===== config.mk =====
export PLATFORM = sky130hd
export DESIGN_NAME = auto_guesser
export DESIGN_NICKNAME = d
export VERILOG_FILES = /design/src/rtl/auto_guesser_pkg.sv /design/src/rtl/auto_guesser_turn_timer.sv /design/src/rtl/auto_guesser.sv
export SDC_FILE = /design/constraint.sdc
export NUM_CORES = 1
export LEC_CHECK = 0
export CORE_MARGIN = 4
export CORE_UTILIZATION = 45
export DETAILED_ROUTE_END_ITERATION = 12
export PLACE_DENSITY = 0.7
export SYNTH_ARGS = -nofsm -noshare
export SYNTH_HDL_FRONTEND = slang
export SYNTH_SLANG_ARGS = --single-unit

===== constraint.sdc =====
create_clock -name clk -period 5 [get_ports clk]
set_clock_uncertainty 0.1 [all_clocks]
set_input_delay 1 -clock clk [delete_from_list [all_inputs] [get_ports clk]]
set_output_delay 1 -clock clk [all_outputs]
set_load 0.05 [all_outputs]

===== src/rtl/auto_guesser_pkg.sv =====
// ============================================================================
// Module      : auto_guesser_pkg
// Description : Shared game constants, FSM state encoding and guess helpers.
// Revision    : 1.0 - initial release
// ============================================================================
`default_nettype none

package auto_guesser_pkg;

    localparam int NUM_W                  = 4;
    localparam int LIVES_W                = 2;
    localparam int COUNT_W                = 3;
    localparam int TIMER_W                = 16;
    localparam int DEFAULT_TIMEOUT_CYCLES = 1000;

    localparam logic [NUM_W-1:0]   GUESS_MIN  = 4'd0;
    localparam logic [NUM_W-1:0]   GUESS_MAX  = 4'd15;
    localparam logic [LIVES_W-1:0] LIVES_MAX  = 2'd3;
    localparam logic [COUNT_W-1:0] COUNT_SAT  = 3'd7;

    typedef enum logic [1:0] {
        IDLE  = 2'd0,
        GUESS = 2'd1,
        WAIT  = 2'd2,
        DONE  = 2'd3
    } state_e;

    // Sum is formed 5 bits wide so lo+hi never wraps before halving.
    function automatic logic [NUM_W-1:0] midpoint(input logic [NUM_W-1:0] lo,
                                                  input logic [NUM_W-1:0] hi);
        logic [NUM_W:0] sum;
        sum = {1'b0, lo} + {1'b0, hi};
        return sum[NUM_W:1];
    endfunction

endpackage

`default_nettype wire


===== src/rtl/auto_guesser_turn_timer.sv =====
// ============================================================================
// Module      : turn_timer
// Description : Feedback timeout counter; pulses expire on its final count.
// Revision    : 1.0 - initial release
// ============================================================================
`default_nettype none

module turn_timer
    import auto_guesser_pkg::*;
#(
    parameter int TIMEOUT_CYCLES = DEFAULT_TIMEOUT_CYCLES
) (
    input  logic clk,
    input  logic reset,
    input  logic clear,
    input  logic enable,
    output logic expire
);

    localparam logic [TIMER_W-1:0] LAST_COUNT = TIMER_W'(TIMEOUT_CYCLES - 1);

    logic [TIMER_W-1:0] count_q;
    logic [TIMER_W-1:0] count_d;

    always_comb begin
        count_d = count_q;
        if (clear) begin
            count_d = '0;
        end else if (enable) begin
            count_d = count_q + 1'b1;
        end
    end

    assign expire = enable && !clear && (count_q == LAST_COUNT);

    always_ff @(posedge clk) begin
        if (reset) begin
            count_q <= '0;
        end else begin
            count_q <= count_d;
        end
    end

endmodule

`default_nettype wire


===== src/rtl/auto_guesser.sv =====
// ============================================================================
// Module      : auto_guesser
// Description : Binary-search player for the 0..15 number guessing game.
// Revision    : 1.0 - initial release
// ============================================================================
`default_nettype none

module auto_guesser
    import auto_guesser_pkg::*;
#(
    parameter int TIMEOUT_CYCLES = DEFAULT_TIMEOUT_CYCLES
) (
    input  logic               clk,
    input  logic               reset,
    input  logic               start,
    input  logic               low,
    input  logic               high,
    input  logic               bingo,
    input  logic [LIVES_W-1:0] livesIn,
    output logic [NUM_W-1:0]   gnum,
    output logic               guessValid,
    output logic               timerOut,
    output logic               busy,
    output logic               won,
    output logic               lost,
    output logic [COUNT_W-1:0] guessCount
);

    state_e             state_q, state_d;
    logic [NUM_W-1:0]   lo_q, lo_d;
    logic [NUM_W-1:0]   hi_q, hi_d;
    logic [NUM_W-1:0]   gnum_q, gnum_d;
    logic [COUNT_W-1:0] count_q, count_d;
    logic               won_q, won_d;
    logic               lost_q, lost_d;
    logic               valid_q, valid_d;
    logic               tout_q, tout_d;
    logic               busy_q, busy_d;

    logic               any_fb;
    logic               expire;

    assign any_fb = bingo | high | low;

    turn_timer #(
        .TIMEOUT_CYCLES(TIMEOUT_CYCLES)
    ) u_turn_timer (
        .clk    (clk),
        .reset  (reset),
        .clear  (state_q != WAIT),
        .enable ((state_q == WAIT) && !any_fb),
        .expire (expire)
    );

    always_comb begin
        state_d = state_q;
        lo_d    = lo_q;
        hi_d    = hi_q;
        gnum_d  = gnum_q;
        count_d = count_q;
        won_d   = won_q;
        lost_d  = lost_q;
        valid_d = 1'b0;
        tout_d  = 1'b0;

        case (state_q)
            IDLE, DONE: begin
                if (start) begin
                    lo_d    = GUESS_MIN;
                    hi_d    = GUESS_MAX;
                    count_d = '0;
                    won_d   = 1'b0;
                    lost_d  = 1'b0;
                    state_d = GUESS;
                end
            end
            GUESS: begin
                // Out of lives only counts once a guess has actually been spent.
                if ((livesIn == '0) && (count_q != '0)) begin
                    lost_d  = 1'b1;
                    state_d = DONE;
                end else begin
                    gnum_d  = midpoint(lo_q, hi_q);
                    valid_d = 1'b1;
                    count_d = (count_q == COUNT_SAT) ? COUNT_SAT : count_q + 1'b1;
                    state_d = WAIT;
                end
            end
            WAIT: begin
                if (bingo) begin
                    won_d   = 1'b1;
                    state_d = DONE;
                end else if (high) begin
                    if (gnum_q == lo_q) begin
                        lost_d  = 1'b1;
                        state_d = DONE;
                    end else begin
                        hi_d    = gnum_q - 1'b1;
                        state_d = GUESS;
                    end
                end else if (low) begin
                    if (gnum_q == hi_q) begin
                        lost_d  = 1'b1;
                        state_d = DONE;
                    end else begin
                        lo_d    = gnum_q + 1'b1;
                        state_d = GUESS;
                    end
                end else if (expire) begin
                    tout_d  = 1'b1;
                    state_d = GUESS;
                end
            end
            default: state_d = IDLE;
        endcase

        busy_d = (state_d == GUESS) || (state_d == WAIT);
    end

    always_ff @(posedge clk) begin
        if (reset) begin
            state_q <= IDLE;
            lo_q    <= GUESS_MIN;
            hi_q    <= GUESS_MAX;
            gnum_q  <= '0;
            count_q <= '0;
            won_q   <= 1'b0;
            lost_q  <= 1'b0;
            valid_q <= 1'b0;
            tout_q  <= 1'b0;
            busy_q  <= 1'b0;
        end else begin
            state_q <= state_d;
            lo_q    <= lo_d;
            hi_q    <= hi_d;
            gnum_q  <= gnum_d;
            count_q <= count_d;
            won_q   <= won_d;
            lost_q  <= lost_d;
            valid_q <= valid_d;
            tout_q  <= tout_d;
            busy_q  <= busy_d;
        end
    end

    assign gnum       = gnum_q;
    assign guessValid = valid_q;
    assign timerOut   = tout_q;
    assign busy       = busy_q;
    assign won        = won_q;
    assign lost       = lost_q;
    assign guessCount = count_q;

endmodule

`default_nettype wire


==> results.py <==
metrics = {
    "grt": {
        "grt_max_degree": 24,
        "grt_pass1_vias": 1540,
        "grt_usage": 0.1454,
        "grt_pass1_wl_mm": 7.038,
        "grt_overflow": 0,
        "antenna_found_initial": 0,
    },
    "sta": {
        "fin_hold_ws_ns": 0.4173,
        "rsz0062_at_grt": "no",
        "slew_violations": 0,
        "maxSlewHeadroom": 0.4258,
        "fin_crit_sh": 0.5853,
        "fin_crit_ns": 2.927,
        "fmax_mhz": 341.7,
        "worstMarginPinSlew_ns": 0.8586,
        "hold_viol": 0,
        "finalSetupTns_ns": 0,
        "setup_violations": 0,
    },
    "worst_setup_path": {
        "crit_chain": "clkdlybuf4s50_1 > nor4b_4 > nand4_1 > o2111a_1 > nor2_1 > nor2_1 > mux2_4",
        "critPathMaxStageDelay_ns": 0.53,
        "crit_fanout": 8,
        "cp_top_family": "simple AND/OR/NAND/NOR gates",
        "worst-path-stages": 7,
        "ff2ff_path_depth": 8,
        "start_kind": "input pin",
        "crit_type": "in2reg",
        "crit_buf_inv": 1,
        "worstPathRequired_ns": 5.09,
        "critPathMostFrequentCell": "nor2_1",
        "end_kind": "flop",
        "crit_arrival_ns": 3.02,
        "worst_path_max_delay_cell": "clkdlybuf4s50_1",
    },
    "floorplan": {
        "die_x_um": 76.67,
        "rows": 24,
        "initial_core_util": 0.4775,
        "num_io_pins": 20,
        "coreArea_mm2": 0.004444,
        "fp.dieH_um": 76.67,
        "dieArea_mm2": 0.005878,
    },
    "detailed_routing": {
        "dr_total_vias": 1647,
        "highest-signal-layer": "met4",
        "drt_drc_violations_left": 0,
        "drtAntennaViolNets": 0,
        "met3WireLength_um": 127,
        "drt_iter0_drc": 65,
        "wirelength_mm": 4.079,
        "dr_wl_met2_mm": 1.909,
        "firstDrtPassIters": 4,
        "wl_per_cell_um": 13.03,
        "avgViaCountPerCell": 5.262,
        "wl_met1_mm": 1.989,
    },
    "yosys": {
        "synth-seq-cells": 38,
        "syn_inst": 245,
        "synth_top_area_frac": 0.3585,
        "syn_area_mm2": 0.002122,
        "synth-seq-area-share": 0.3585,
        "avgSynthCellArea_um2": 8.661,
        "syn_nets": 264,
        "yosys_warnings": 0,
        "synth_top_area_cell": "dfxtp_1",
        "synth_top_cells_by_area": "dfxtp_1, xor2_1, nor2_1",
        "post_synth_num_cell_types": 43,
    },
    "clock_tree": {
        "ctsHoldBuffers": 0,
        "clock_latency_ns": 0.30,
        "cts_setup_buffers": 0,
        "cts_max_path_buffers": 2,
        "h-tree-depth": 2,
        "clkSinkCount": 38,
        "clk_pin_slew_ns": 0.08,
        "post_cts_resized": 0,
        "cts_tree": "yes",
        "cts_root_buf": "clkbuf_8",
        "cts_buffers": 5,
    },
    "final_layout": {
        "antennaDiodeCount": 0,
        "finish.utilization": 0.5434,
        "drive_gt1_frac": 0.06897,
        "fin_nets": 279,
        "final_cells": 313,
        "area_delta_synth_final_pct": 13.80,
    },
    "placed_design": {
        "dp_hpwl_mm": 2.927,
        "portBuffers": 19,
        "gp_congestion": 0.7645,
        "place_inst": 305,
    },
    "outcome": {
        "status": "completed",
    },
    "pwr": {
        "ir_drop_mv": 0.3276,
        "p_leak_uw": 0.0008856,
        "power_density_mw_per_mm2": 475.4,
    },
    "hold_path": {
        "min_path_cells": 2,
        "hold_class": "reg2reg",
    },
    "run": {
        "maxCapViolCount": 0,
    },
}
-- placed cells by master, fill, tap and decap left out, types with 2 or more instances in the layout --
| cell | synthesis | layout |
|---|---|---|
| and3_1 | 3 | 3 |
| a21oi_1 | 11 | 11 |
| xnor2_1 | 11 | 11 |
| nor2b_1 | 5 | 5 |
| nor3_2 | 2 | 2 |
| nor2_1 | 36 | 36 |
| ha_1 | 10 | 10 |
| and2_1 | 3 | 3 |
| xor2_1 | 17 | 17 |
| nor3_1 | 3 | 3 |
| a211oi_1 | 2 | 2 |
| nand4_1 | 3 | 3 |
| o21ai_0 | 4 | 4 |
| nand2b_1 | 11 | 11 |
| nor4_1 | 6 | 6 |
| nand2_1 | 21 | 21 |
| inv_1 | 9 | 9 |
| clkdlybuf4s50_1 | 0 | 19 |
| clkbuf_8 | 0 | 6 |
| mux2i_1 | 9 | 9 |
| nand3_1 | 11 | 11 |
| dfxtp_1 | 38 | 38 |
-- synth_stat cells --
master and instances:
nand3b_1 1, nor2_1 36, a31o_2 1, nand3_1 11, or3_1 1, a211o_1 1
buf_4 2, o22ai_1 1, nor3_2 2, xor2_2 1, nor4b_4 1, nand2b_1 11
nand2_1 21, a21oi_1 11, ha_1 10, buf_2 1, inv_1 9, o2111a_1 1
nand4_1 3, clkbuf_1 7, nor4_1 6, a22oi_1 1, mux2i_1 9, and2_1 3
mux2_4 1, nor4_4 1, nor3_1 3, fa_1 1, a311oi_1 1, and3b_1 1
xnor2_1 11, xor2_1 17, buf_6 1, a211oi_1 2, a211oi_2 1, o21ai_0 4
dfxtp_1 38, o2bb2ai_1 1, nor2b_1 5, and3_1 3, nand4_2 1, a31oi_1 1
o221a_2 1
-- cell families after synthesis --
kind of cell    synth area share
compound gates           0.08491
xor+xnor                  0.1232
fa+ha+maj                0.06840
buf+inv                  0.04304
flops                     0.3585
mux                      0.04953
simple gates              0.2724
-- worst min-delay path, stage by stage, from the launching register on --
cell and delay, ns:
dfxtp_1 0.35, nand2b_1 0.08, a21oi_1 0.05
-- power breakdown --
part	leakage, µW	switching [µW]	internal, µW
combinational	0.000530	303	221
sequential	0.000308	59.5	342
clock	0.0000472	112	111
total	0.000886	475	673
-- routing by layer --
| layer | vias up | track usage |
|---|---|---|
| met4 | 0 | 0.04348 |
| met3 | 7 | 0.04098 |
| met5 | - | 0 |
| li1 | 856 | - |
| met2 | 16 | 0.2291 |
| met1 | 768 | 0.1926 |
-- path summary, 6_finish.rpt --
check	to	startpoint	slack, ns
setup / recovery	busy$_SDFF_PP0_	bingo	2.07
hold / removal	guessCount[1]$_SDFFE_PP0P_	guessCount[1]$_SDFFE_PP0P_	0.42
setup reg to reg	busy$_SDFF_PP0_	state_q[0]$_SDFF_PP0_	2.40
hold reg to reg	guessCount[1]$_SDFFE_PP0P_	guessCount[1]$_SDFFE_PP0P_	0.42
-- metrics by stage --
| step | total power, µW | worst slack, ns | cell area [µm²] |
|---|---|---|---|
| 2_1_floorplan | 826.3 | 2.479 | 2122 |
| 3_3_place_gp | 929.7 | 1.810 | 2320 |
| 3_5_place_dp | 935.7 | 1.771 | 2320 |
| 4_1_cts | 1161 | 2.082 | 2415 |
| 5_1_grt | 1228 | 1.989 | 2415 |
| 6_report | 1148 | 2.073 | 2415 |
-- flip-flops by register name, summed over array words and instances (netlist names) --
signal,count
hi_q,4
guessCount,3
gnum,4
lost,1
timerOut,1
busy,1
lo_q,4
u_turn_timer.count_q,16
won,1
state_q,2
guessValid,1
-- area by class of cell --
cell class | instances | area, µm²
clock buffer | 6 | 82.58
tap | 52 | 65.06
inverter | 9 | 33.78
sequential | 38 | 760.7
clock inverter | 2 | 12.51
timing repair buffer | 19 | 190.2
multi-input combinational | 187 | 1270
fill | 427 | 2029
(Power assumes the default switching activity.)
